`config.mk`:
```
export PLATFORM = sky130hd
export DESIGN_NAME = range_deser_flat
export DESIGN_NICKNAME = d
export VERILOG_FILES = /design/src/rtl/range_deser_pkg.sv /design/src/rtl/range_deser_if.sv /design/src/rtl/range_deser_shift.sv /design/src/rtl/range_deser.sv /design/src/flat_wrapper.sv
export SDC_FILE = /design/constraint.sdc
export NUM_CORES = 1
export LEC_CHECK = 0
export ABC_AREA = 1
export ABC_CLOCK_PERIOD_IN_PS = 1200
export CAP_MARGIN = 10
export CORE_MARGIN = 1.5
export CORE_UTILIZATION = 40
export CTS_CLUSTER_DIAMETER = 200
export DETAILED_ROUTE_END_ITERATION = 16
export HOLD_SLACK_MARGIN = 0.05
export MAX_ROUTING_LAYER = met4
export PLACE_DENSITY = 0.7
export SLEW_MARGIN = 25
export SYNTH_ARGS = -nofsm -noshare
export SYNTH_HDL_FRONTEND = slang
export SYNTH_SLANG_ARGS = --single-unit
export TNS_END_PERCENT = 30
```
`constraint.sdc`:
```
create_clock -name clk -period 1.2 [get_ports clk]
set_input_delay 0.18 -clock clk [delete_from_list [all_inputs] [get_ports clk]]
set_output_delay 0.18 -clock clk [all_outputs]
set_load 0.1 [all_outputs]
```
`src/rtl/range_deser_pkg.sv`:
```
// Shared definitions for the range deserializer and the downstream range combiner:
// FSM state encoding, counter-width helper and default word geometry.
package range_deser_pkg;

  localparam int RANGE_W_DEFAULT   = 4;
  localparam int RANGE_OFF_DEFAULT = 1;

  typedef enum logic [1:0] {
    IDLE = 2'd0,
    FILL = 2'd1,
    HOLD = 2'd2
  } state_t;

  // Bits needed to represent values 0..value-1.
  function automatic int clog2(input int value);
    int res;
    int v;
    res = 0;
    v   = value - 1;
    while (v > 0) begin
      res = res + 1;
      v   = v >> 1;
    end
    return res;
  endfunction

endpackage

```
`src/rtl/range_deser_if.sv`:
```
// Serial-in / word-out handshake bundle for range_deser; the deserializer uses
// the slave modport, the stream source and word consumer use master.
interface range_deser_if
  import range_deser_pkg::*;
#(
  parameter int W   = RANGE_W_DEFAULT,
  parameter int OFF = RANGE_OFF_DEFAULT
);

  logic                 in_bit;
  logic                 in_valid;
  logic                 in_ready;
  logic [W-1:0]         out_be;
  logic [0:W-1]         out_le;
  logic [OFF+W-1:OFF]   out_me;
  logic                 out_valid;
  logic                 out_ready;
  logic                 out_err;

  modport slave (
    input  in_bit, in_valid, out_ready,
    output in_ready, out_be, out_le, out_me, out_valid, out_err
  );

  modport master (
    output in_bit, in_valid, out_ready,
    input  in_ready, out_be, out_le, out_me, out_valid, out_err
  );

endinterface

```
`src/rtl/range_deser_shift.sv`:
```
// Serial shift register plus accepted-bit counter for range_deser.
// MSB_FIRST selects whether new bits enter at the LSB (shift left) or the MSB (shift right).
module range_deser_shift #(
  parameter int W         = 4,
  parameter bit MSB_FIRST = 1'b1,
  parameter int CW        = 3
) (
  input  logic          clk,
  input  logic          rst_n,
  input  logic          in_bit,
  input  logic          sr_en,
  input  logic          cnt_en,
  input  logic          cnt_clr,
  output logic [W-1:0]  sr,
  output logic [W-1:0]  sr_next,
  output logic [CW-1:0] count
);

  generate
    if (MSB_FIRST) begin : g_msb_first
      assign sr_next = {sr[W-2:0], in_bit};
    end else begin : g_lsb_first
      assign sr_next = {in_bit, sr[W-1:1]};
    end
  endgenerate

  always_ff @(posedge clk or negedge rst_n) begin
    if (!rst_n) begin
      sr    <= '0;
      count <= '0;
    end else begin
      if (sr_en) begin
        sr <= sr_next;
      end
      if (cnt_clr) begin
        count <= '0;
      end else if (cnt_en) begin
        count <= count + CW'(1);
      end
    end
  end

endmodule

```
`src/rtl/range_deser.sv`:
```
// Bit-serial to parallel deserializer presenting one word through descending,
// ascending and offset range views. Optional trailing even-parity bit: RANGE_DESER_PARITY_EN.
module range_deser
  import range_deser_pkg::*;
#(
  parameter int W         = RANGE_W_DEFAULT,
  parameter int OFF       = RANGE_OFF_DEFAULT,
  parameter bit MSB_FIRST = 1'b1
) (
  input  logic          clk,
  input  logic          rst_n,
  range_deser_if.slave  bus
);

`ifdef RANGE_DESER_PARITY_EN
  localparam int NBITS = W + 1;
`else
  localparam int NBITS = W;
`endif
  localparam int              CW       = clog2(NBITS + 1);
  localparam logic [CW-1:0]   LAST_CNT = CW'(NBITS - 1);

  state_t        state, state_nxt;
  logic          acc;
  logic          done_acc;
  logic          sr_en;
  logic [W-1:0]  sr;
  logic [W-1:0]  sr_next;
  logic [W-1:0]  word_nxt;
  logic [W-1:0]  word_p1;
  logic [CW-1:0] count;

  assign bus.in_ready = (state == HOLD) ? bus.out_ready : 1'b1;
  assign acc          = bus.in_valid && bus.in_ready;
  assign done_acc     = acc && (state == FILL) && (count == LAST_CNT);

`ifdef RANGE_DESER_PARITY_EN
  logic err_nxt;
  logic err_p1;

  // The parity bit is checked but never shifted in, so sr already holds the data word.
  assign sr_en    = acc && !done_acc;
  assign word_nxt = sr;
  assign err_nxt  = (^sr) ^ bus.in_bit;

  always_ff @(posedge clk or negedge rst_n) begin
    if (!rst_n) begin
      err_p1 <= 1'b0;
    end else if (done_acc) begin
      err_p1 <= err_nxt;
    end else if (state == HOLD && bus.out_ready) begin
      err_p1 <= 1'b0;
    end
  end

  assign bus.out_err = err_p1;
`else
  assign sr_en       = acc;
  assign word_nxt    = sr_next;
  assign bus.out_err = 1'b0;
`endif

  range_deser_shift #(
    .W         (W),
    .MSB_FIRST (MSB_FIRST),
    .CW        (CW)
  ) u_shift (
    .clk     (clk),
    .rst_n   (rst_n),
    .in_bit  (bus.in_bit),
    .sr_en   (sr_en),
    .cnt_en  (acc),
    .cnt_clr (done_acc),
    .sr      (sr),
    .sr_next (sr_next),
    .count   (count)
  );

  always_ff @(posedge clk or negedge rst_n) begin
    if (!rst_n) begin
      state <= IDLE;
    end else begin
      state <= state_nxt;
    end
  end

  // A handoff in HOLD may coincide with the first bit of the next word.
  always_comb begin
    state_nxt = state;
    case (state)
      IDLE: if (acc) state_nxt = FILL;
      FILL: if (done_acc) state_nxt = HOLD;
      HOLD: if (bus.out_ready) state_nxt = acc ? FILL : IDLE;
      default: state_nxt = IDLE;
    endcase
  end

  // Output word stage: loaded on the completing accept, frozen while held.
  always_ff @(posedge clk or negedge rst_n) begin
    if (!rst_n) begin
      word_p1 <= '0;
    end else if (done_acc) begin
      word_p1 <= word_nxt;
    end
  end

  assign bus.out_valid = (state == HOLD);
  assign bus.out_be    = word_p1;
  assign bus.out_le    = word_p1;
  assign bus.out_me    = word_p1;

endmodule
```
`src/flat_wrapper.sv`:
```
// flat-port wrapper written by rule: the top's interface ports become plain ports
module range_deser_flat import range_deser_pkg::*;
#(
  parameter int W         = RANGE_W_DEFAULT,
  parameter int OFF       = RANGE_OFF_DEFAULT,
  parameter bit MSB_FIRST = 1'b1
)
  (clk, rst_n, bus_in_bit, bus_in_valid, bus_out_ready, bus_in_ready, bus_out_be, bus_out_le, bus_out_me, bus_out_valid, bus_out_err);
  range_deser_if #(.W(W), .OFF(OFF)) bus_i ();
  input  logic clk;
  input  logic rst_n;
  input wire logic [$bits(bus_i.in_bit)-1:0] bus_in_bit;
  input wire logic [$bits(bus_i.in_valid)-1:0] bus_in_valid;
  input wire logic [$bits(bus_i.out_ready)-1:0] bus_out_ready;
  output wire logic [$bits(bus_i.in_ready)-1:0] bus_in_ready;
  output wire logic [$bits(bus_i.out_be)-1:0] bus_out_be;
  output wire logic [$bits(bus_i.out_le)-1:0] bus_out_le;
  output wire logic [$bits(bus_i.out_me)-1:0] bus_out_me;
  output wire logic [$bits(bus_i.out_valid)-1:0] bus_out_valid;
  output wire logic [$bits(bus_i.out_err)-1:0] bus_out_err;
  assign bus_i.in_bit = bus_in_bit;
  assign bus_i.in_valid = bus_in_valid;
  assign bus_i.out_ready = bus_out_ready;
  assign bus_in_ready = bus_i.in_ready;
  assign bus_out_be = bus_i.out_be;
  assign bus_out_le = bus_i.out_le;
  assign bus_out_me = bus_i.out_me;
  assign bus_out_valid = bus_i.out_valid;
  assign bus_out_err = bus_i.out_err;
  range_deser #(.W(W), .OFF(OFF), .MSB_FIRST(MSB_FIRST)) u_core (.clk(clk), .rst_n(rst_n), .bus(bus_i));
endmodule
```
==> results.cfg, run 1 <==
[cts]
hold_buffers = 0
cts_buffers = 3
path_clk_slew_ns = 0.08
cts_tree = built
cts.sinks = 12
clk_path_buf_depth = 2
root_buffer = clkbuf_4
clock_latency_ns = 0.27
htree_num_levels = 1

[grt]
grt_overflow = 0
grt_pass1_wl_microns = 2310
grt_max_degree = 15
antenna_found_initial = 0
grtUsageTotal = 0.172
grt_pass1_vias = 553

[critical_path]
path_class = reg2out
critPathRequiredTime_ns = 1.02
cp_cell_sequence = inv_2 > nand3b_4 > buf_12
worstPathArrival_ns = 1.08
rr_worst_depth = 6
cp-start-kind = flip-flop
crit_path_top_delay_cell = dfrtp_1
worstPathMaxFanout = 3
slowest_delay_ns = 0.43
cp-end-kind = output port

[timing]
layout_setup_ws_ns = -0.0563
finClkSkew_ns = 0.00438
hold_viol_final = 0
report.final.slew_viol_count = 0
period_share = 1.05
period_needed_ns = 1.26
rsz0062_at_grt = yes
clock.fmax_mhz = 796
setup_viol = 4

[place]
port_buffers = 18
hpwl_microns = 893
routabilityCongestion = 0.799
placement.cell_area_sq_um = 952

[layout]
fillers = 116
syn2layout_area_growth_pct = 56.4
fin_nets = 100
final_area_sq_um = 1030
n_antenna_cell = 0
drive_above_1_share = 0.430

[logic_synthesis]
synth_seq_area_share = 0.457
syn_nets = 80
synth-seq-cells = 12
ys_warn_count = 0
syn_avg_cell_area_sq_um = 8.88
synth_cell_type_count = 16
synthCells = 74
syn_area_sq_um = 657

[floorplanning]
rows = 14
initial_utilization = 0.431
io_pins = 20
core_area_sq_um = 1520
die_h_microns = 43.5
die_width_microns = 43.5
dieArea_sq_um = 1890

[drt]
drt_iter0_drc = 12
dr.pass1.iters = 4
drc_errors = 0
vias_per_cell = 4.93
wl_microns = 1300
ant_nets = 0
wl_per_cell_microns = 11.9
vias = 537

[run_status]
status = finished with violations
failed_checks = negative setup slack

[hold_path]
hold_class = in2async

[job]
maxCapViolations = 0
-- what timing repair did --
item,CTS,global route
pin swaps,1,3
gates resized for setup,0,4
setup buffers,4,0
endpoints found under the setup margin,7,13
gates cloned,0,0
hold endpoints to repair,0,0
-- layout make-up --
type / instances / area (sq um) / area share
Timing Repair Buffer: 26 / 380 / 0.370
Sequential cell: 12 / 309 / 0.301
Multi-Input combinational cell: 46 / 260 / 0.253
Clock buffer: 4 / 36.3 / 0.0353
Inverter: 5 / 21.3 / 0.0207
Tap cell: 16 / 20.0 / 0.0195
-- logic make-up after synthesis --
logic type / share of synthesized area
adder cells (fa/ha/maj): 0.0190
other: 0.00571
buffers and inverters: 0.166
AND/OR/NAND/NOR: 0.341
AO/OA/AOI/OAI: 0.0114
flip-flops: 0.457
-- synth_stat cells (all sizes together) --
cell     n  area share
nand3    5       0.057
conb     1      0.0057
dfrtp   12        0.46
ha       1       0.019
nand3b   1       0.030
nor2     3       0.029
nand2   27        0.16
o211ai   1       0.011
nand4    7       0.067
inv      5       0.029
buf     11        0.14
-- routing by layer --
| layer | track usage | vias to the layer above | wire (microns) |
|---|---|---|---|
| met5 | - | - | 0 |
| met4 | 0.0667 | 0 | 25 |
| met3 | 0.0500 | 4 | 58 |
| met2 | 0.304 | 16 | 711 |
| met1 | 0.178 | 251 | 504 |
| li1 | - | 266 | - |
-- flip-flops by register name, summed over array words and instances, names as in the netlist --
register and count:
u_core.bus.out_be 4, u_core.state 2, u_core.u_shift.count 3, u_core.u_shift.sr 3
-- layout by cell type (no fill, tap or decap), types with 2 or more instances in the layout --
| cell type | Yosys | routed |
|---|---|---|
| nand2_1 | 26 | 25 |
| inv_1 | 3 | 3 |
| clkbuf_4 | 0 | 3 |
| nand3_1 | 4 | 4 |
| nand2_2 | 1 | 2 |
| dfrtp_1 | 12 | 7 |
| dfrtp_2 | 0 | 4 |
| buf_12 | 0 | 14 |
| nand4_1 | 7 | 7 |
| buf_4 | 10 | 8 |
| clkdlybuf4s50_1 | 0 | 4 |
| nor2_4 | 1 | 2 |
-- path summary, 6_finish.rpt --
check                      slack [ns]                                  end                           startpoint
max                             -0.06                         bus_in_ready          u_core.state[0]$_DFFE_PN0P_
min                              0.20     u_core.u_shift.sr[1]$_DFFE_PN0P_                                rst_n
min in group clk                 0.48  u_core.u_shift.count[2]$_DFFE_PN0P_  u_core.u_shift.count[2]$_DFFE_PN0P_
max reg2reg                     -0.01     u_core.u_shift.sr[2]$_DFFE_PN0P_          u_core.state[0]$_DFFE_PN0P_
min reg2reg                      0.48  u_core.u_shift.count[2]$_DFFE_PN0P_  u_core.u_shift.count[2]$_DFFE_PN0P_
max in group asynchronous        0.83          u_core.state[1]$_DFFE_PN0P_                                rst_n
-- through the flow --
stage / setup TNS (ns) / hold WS [ns] / util / worst slack, ns / cells
5_1_grt: -0.841 / 0.221 / 0.674 / -0.110 / 109
3_5_place_dp: -1.40 / 0.466 / 0.625 / -0.144 / 101
2_1_floorplan: -0.217 / -0.116 / - / -0.0362 / 74
3_3_place_gp: -0.944 / 0.455 / 0.625 / -0.0973 / 101
6_report: -0.0984 / 0.196 / 0.674 / -0.0563 / 109
4_1_cts: -0.120 / 0.197 / 0.668 / -0.0613 / 109
-- worst max-delay path, delay by kind of cell (launching register included) --
kind                   cells  cell delay [ns]
flip-flops                 1             0.43
buffers and inverters      2             0.29
AND/OR/NAND/NOR            1             0.10
Power of run 1 is not shown: default switching activity piles up to over one toggle a cycle in this logic, so the estimate is an artifact.
==> run 2, diff against run 1 <==
Settings changed: CAP_MARGIN 10 to 25, MAX_ROUTING_LAYER met4 to default.
==> run 2 against run 1 <==
Via count grew 0.74%. Non-clock buffer count did not move. The run still ends with negative setup slack left. Routed wire length up 0.92%. Global-route usage is 0.53 points lower. Critical path type unchanged. Utilization stayed put. Setup slack worse by 0.0049 ns.
==> results.cfg, run 2 (synthesis gave the netlist of run 1 again) <==
[place]
pre_cts_ws_ns = -0.144
routabilityCongestion = 0.788
hpwl_microns = 893
port_buffers = 18

[drt]
wl_per_cell_microns = 12.0
wl_microns = 1310
dr.pass1.iters = 4
vias = 541
drc_errors = 0
drt_iter0_drc = 12
vias_per_cell = 4.96
ant_nets = 0

[layout]
fin_nets = 100
drive_above_1_share = 0.430
final_cell_mix = nand2_1, buf_12, buf_4
largest_reg_flops = 4
layout_commonest_cell = nand2_1
syn2layout_area_growth_pct = 56.4
n_antenna_cell = 0

[cts]
cts_buffers = 3
cts.sinks = 12
htree_num_levels = 1
clk_path_buf_depth = 2
clock_latency_ns = 0.27
hold_buffers = 0
root_buffer = clkbuf_4
cts_tree = built
path_clk_slew_ns = 0.08

[timing]
setup_viol = 5
period_needed_ns = 1.26
tns_ns = -0.116
clock.fmax_mhz = 793
report.final.slew_viol_count = 0
finClkSkew_ns = 0.00392
layout_setup_ws_ns = -0.0612
hold_viol_final = 0
rsz0062_at_grt = yes
period_share = 1.05

[critical_path]
cp-start-kind = flip-flop
worstPathMaxFanout = 3
worstPathArrival_ns = 1.08
critPathRequiredTime_ns = 1.02
path_class = reg2out
cp-end-kind = output port

[run_status]
failed_checks = negative setup slack
status = finished with violations

[grt]
grtUsageTotal = 0.167
grt_pass1_wl_microns = 2310
grt_pass1_vias = 554
grt_max_degree = 15
grt_overflow = 0
antenna_found_initial = 0

[floorplanning]
rows = 14
die_h_microns = 43.5
initial_utilization = 0.431
die_width_microns = 43.5
io_pins = 20
dieArea_sq_um = 1890
core_area_sq_um = 1520

[hold_path]
hold_class = in2async

[job]
maxCapViolations = 0
run 2: routing by layer:
metal	vias to the layer above	part of all wire	GRT usage
met2	16	0.54	0.304
li1	266	-	-
met5	-	0	0
met4	0	0.030	0.0667
met1	253	0.37	0.178
met3	6	0.051	0.0500
run 2: critical path: stages, from the launching register on:
cell      delay (ns)
dfrtp_1         0.43
inv_2           0.11
nand3b_4        0.10
buf_12          0.18
run 2: what timing repair did:
item                       CTS  global route
buffers inserted             4             0
gates cloned                 0             0
pin swaps                    1             3
gates resized for setup      0             4
setup endpoints to repair    7            13
run 2: path summary, 6_finish.rpt:
| check | from | to | slack, ns | depth (start not counted) |
|---|---|---|---|---|
| hold / removal | rst_n | u_core.u_shift.sr[1]$_DFFE_PN0P_ | 0.19 | 2 |
| setup reg to reg | u_core.state[0]$_DFFE_PN0P_ | u_core.u_shift.sr[2]$_DFFE_PN0P_ | -0.01 | 6 |
| max in group asynchronous | rst_n | u_core.state[1]$_DFFE_PN0P_ | 0.84 | 2 |
| hold reg to reg | u_core.u_shift.count[2]$_DFFE_PN0P_ | u_core.u_shift.count[2]$_DFFE_PN0P_ | 0.48 | 2 |
| setup / recovery | u_core.state[0]$_DFFE_PN0P_ | bus_in_ready | -0.06 | 3 |
| min in group clk | u_core.u_shift.count[2]$_DFFE_PN0P_ | u_core.u_shift.count[2]$_DFFE_PN0P_ | 0.48 | 2 |
run 2: cell type report:
class                           instances  area [sq um]
Sequential cell                        12           309
Inverter                                5          21.3
Timing Repair Buffer                   26           380
Fill cell                             116           497
Tap cell                               16          20.0
Clock buffer                            4          36.3
Multi-Input combinational cell         46           260
run 2: metrics by stage:
step	cell area [sq um]	instances	hold slack (ns)	util
global placement	952	101	0.455	0.625
detailed placement	952	101	0.466	0.625
CTS	1020	109	0.197	0.668
finish	1030	109	0.193	0.674
floorplan	672	74	-0.116	-
global route	1030	109	0.221	0.674
Power of run 2 is left out for the same reason.
==> RTL edit: new RTL, config.mk and constraints of run 2 <==
Build with the macro `RANGE_DESER_PARITY_EN` defined.
--- a/src/rtl/range_deser.sv
+++ b/src/rtl/range_deser.sv
@@ -1,5 +1,7 @@
 // Bit-serial to parallel deserializer presenting one word through descending,
 // ascending and offset range views. Optional trailing even-parity bit: RANGE_DESER_PARITY_EN.
+`define RANGE_DESER_PARITY_EN
+
 module range_deser
   import range_deser_pkg::*;
 #(
Function: changed (Yosys sat finds a counterexample within 10 cycles, from zero or initial values and one cycle with rst_n low).
==> RTL edit against run 2 <==
The flow still finishes with violations (negative setup slack); sequential share of layout area decreased by 2.3 points; wire length increased by 20%; via count increased by 22%; setup slack got worse by 140 ps; global-route usage increased by 1.6 points; synthesized cell count increased by 27%; sequential cell count increased by 2; cell area increased by 25%; synthesized area increased by 17%; critical endpoint unchanged.
Power is not shown: default switching activity piles up to over one toggle a cycle in this logic, so the estimate is an artifact.
==> RTL edit: results (changes against run 2) <==
stage	metric	value	unit	change
logic_synthesis	fraction of registers with async set/reset	100	%	unchanged
logic_synthesis	Syn Area/Cell	8.20	µm²	-7.6%
worst_setup_path	worst-path fanout max	2		-1
drt	max layer used	met4		
global_route	Total GRT Usage	18.3	%	+1.6 points
placed_design	Post-Place Cells	138		+37%
clock_network	CTS root buf	clkbuf_4		
layout	Inserted Diodes	0		unchanged
logic_synthesis	synthesized net count	101		+26%
drt	routed length on met2	805	µm	+13%
layout	layout cells sized above 1	44.2	%	+1.2 points
timing	Setup WS post-layout	-202	ps	-141 ps
global_route	number of global-route vias before repair	632		+14%
run_status	failing checks	negative setup slack		
clock_network	CTS max path bufs	2		unchanged
logic_synthesis	Synth area leaders	dfrtp_1 (45%), nand2_1 (16%), buf_4 (7.8%)		
logic_synthesis	post-synthesis mux area share	0	%	unchanged
logic_synthesis	Most used DFF post-synth	dfrtp_1		
hold_path	Tightest Hold Check Type	in -> async		
layout	final net count	128		+28%
clock_network	Clk pin slew, worst setup/hold paths	90	ps	
timing	Final Setup Violations	9		+4
placed_design	Port Buffers	19		+1
logic_synthesis	Compound-Gate Fraction of Synth Area	9.42	%	+8.3 points
layout	fillers	138		+19%
global_route	initial antenna violation count	0		unchanged
global_route	first-pass GRT wire length	2.77	mm	+20%
logic_synthesis	Synth Area in XOR/XNOR	1.14	%	+1.1 points
global_route	largest net degree at the start of global routing	15		unchanged
drt	wire length on met1	657	µm	+34%
drt	routed len/inst	10.8	µm	-10%
drt	DR WL met3	66	µm	-1.5%
clock_network	H-Tree Level Count	1		unchanged
worst_setup_path	crit-path max cell delay	380	ps	-50 ps
run_status	status	finished with violations		
timing	setup TNS	-859	ps	-744 ps
layout	post-route insts no fill	145		+33%
placed_design	Placer Congestion	0.773		-1.9%
worst_setup_path	crit-path leading delay family	flip-flops		
drt	TritonRoute pass-1 iters	4		unchanged
logic_synthesis	Yosys cell types	16		unchanged
drt	DR vias	659		+22%
logic_synthesis	post-synthesis adder-cell area fraction	3.25	%	+1.3 points
clock_network	number of CTS-inserted buffers	3		unchanged
logic_synthesis	sequential-to-total area share from yosys stat	45.5	%	-0.26 points
worst_setup_path	Critical Path AT	1220	ps	+140 ps
timing	Post-Route Skew	6.11	ps	+2.19 ps
clock_network	clock latency on the worst-skew pair	290	ps	+20 ps
logic_synthesis	yosys warns	0		unchanged
placed_design	DP Wirelength	1.17	mm	+31%
worst_setup_path	CP max stage cell	dfrtp_1		
logic_synthesis	most common library cells after synthesis	nand2_1 (33), dfrtp_1 (14), inv_1 (12)		
run	max-cap violations	0		unchanged
timing	worst rel slew slack	85.0	%	
drt	1st-iter DRT viols	14		+2
==> RTL edit: cell types whose count changed after synthesis, moves of 2 or more <==
cell / run 2 / this run
nand4_1: 7 / 0
inv_1: 3 / 12
nand3_2: 0 / 2
nor2_2: 0 / 3
buf_4: 10 / 8
dfrtp_1: 12 / 14
o21ai_0: 0 / 6
nand2_1: 26 / 33
o21ai_2: 0 / 4
==> RTL edit: per-stage QoR <==
stage	setup WS [ps]	util (%)	hold WS, ps	instance area, µm²
6_report	-202	72.6	183	1280
5_1_grt	-241	72.6	193	1280
4_1_cts	-218	70.9	187	1250
3_5_place_dp	-209	65.9	507	1160
3_3_place_gp	-151	65.9	503	1160
2_1_floorplan	-576	-	-116	795
==> RTL edit: worst paths after layout <==
check | from | depth (start not counted) | slack (ps) | to
worst max-delay path | u_core.state[1] | 5 | -200 | bus_in_ready
worst min register to register | u_core.u_shift.sr[1] | 2 | 540 | u_core.u_shift.sr[2]
min in group clk | bus_in_bit | 3 | 510 | u_core.u_shift.sr[0]
worst max register to register | u_core.state[1] | 9 | -80 | u_core.bus.out_be[2]
worst min-delay path | rst_n | 2 | 180 | u_core.u_shift.count[2]
max in group asynchronous | rst_n | 2 | 820 | u_core.bus.out_be[2]
==> RTL edit: worst register-to-register path, cell delays in order (launching register included) <==
cell and delay (ps):
dfrtp_1 380, inv_2 60, nor2_4 170, nand2_8 60, buf_4 150, nand2_8 90, nor2_4 60, inv_4 110
nand2_1 80, o21ai_2 60
==> RTL edit: kinds of logic (layout without fill, tap and decap cells) <==
| group | Yosys count | in the layout |
|---|---|---|
| compound gates | 11 | 11 |
| xor+xnor | 1 | 1 |
| fa+ha+maj | 2 | 2 |
| buf+inv | 22 | 47 |
| flops | 14 | 14 |
| simple gates | 44 | 45 |
==> RTL edit: area by class of cell <==
cell class,instances,area (µm²),share of cell area (%)
clock buffer,4,36.3,2.83
inverter,13,53.8,4.20
multi-input combinational,59,377,29.4
sequential,14,355,27.8
tap,25,31.3,2.44
timing repair buffer,30,427,33.3
==> RTL edit: what timing repair did <==
action / in CTS / in global routing
gates resized for setup: 13 / 9
gates cloned: 1 / 0
setup endpoints to repair: 27 / 16
pin swaps: 3 / 5
hold endpoints to repair: 0 / 0
buffers inserted: 2 / 1
==> RTL edit: per-layer routing <==
layer	vias to the layer above	global-route usage [%]
li1	333	-
met1	299	23.8
met2	22	30.4
met3	5	2.31
met4	0	8.33
met5	-	0
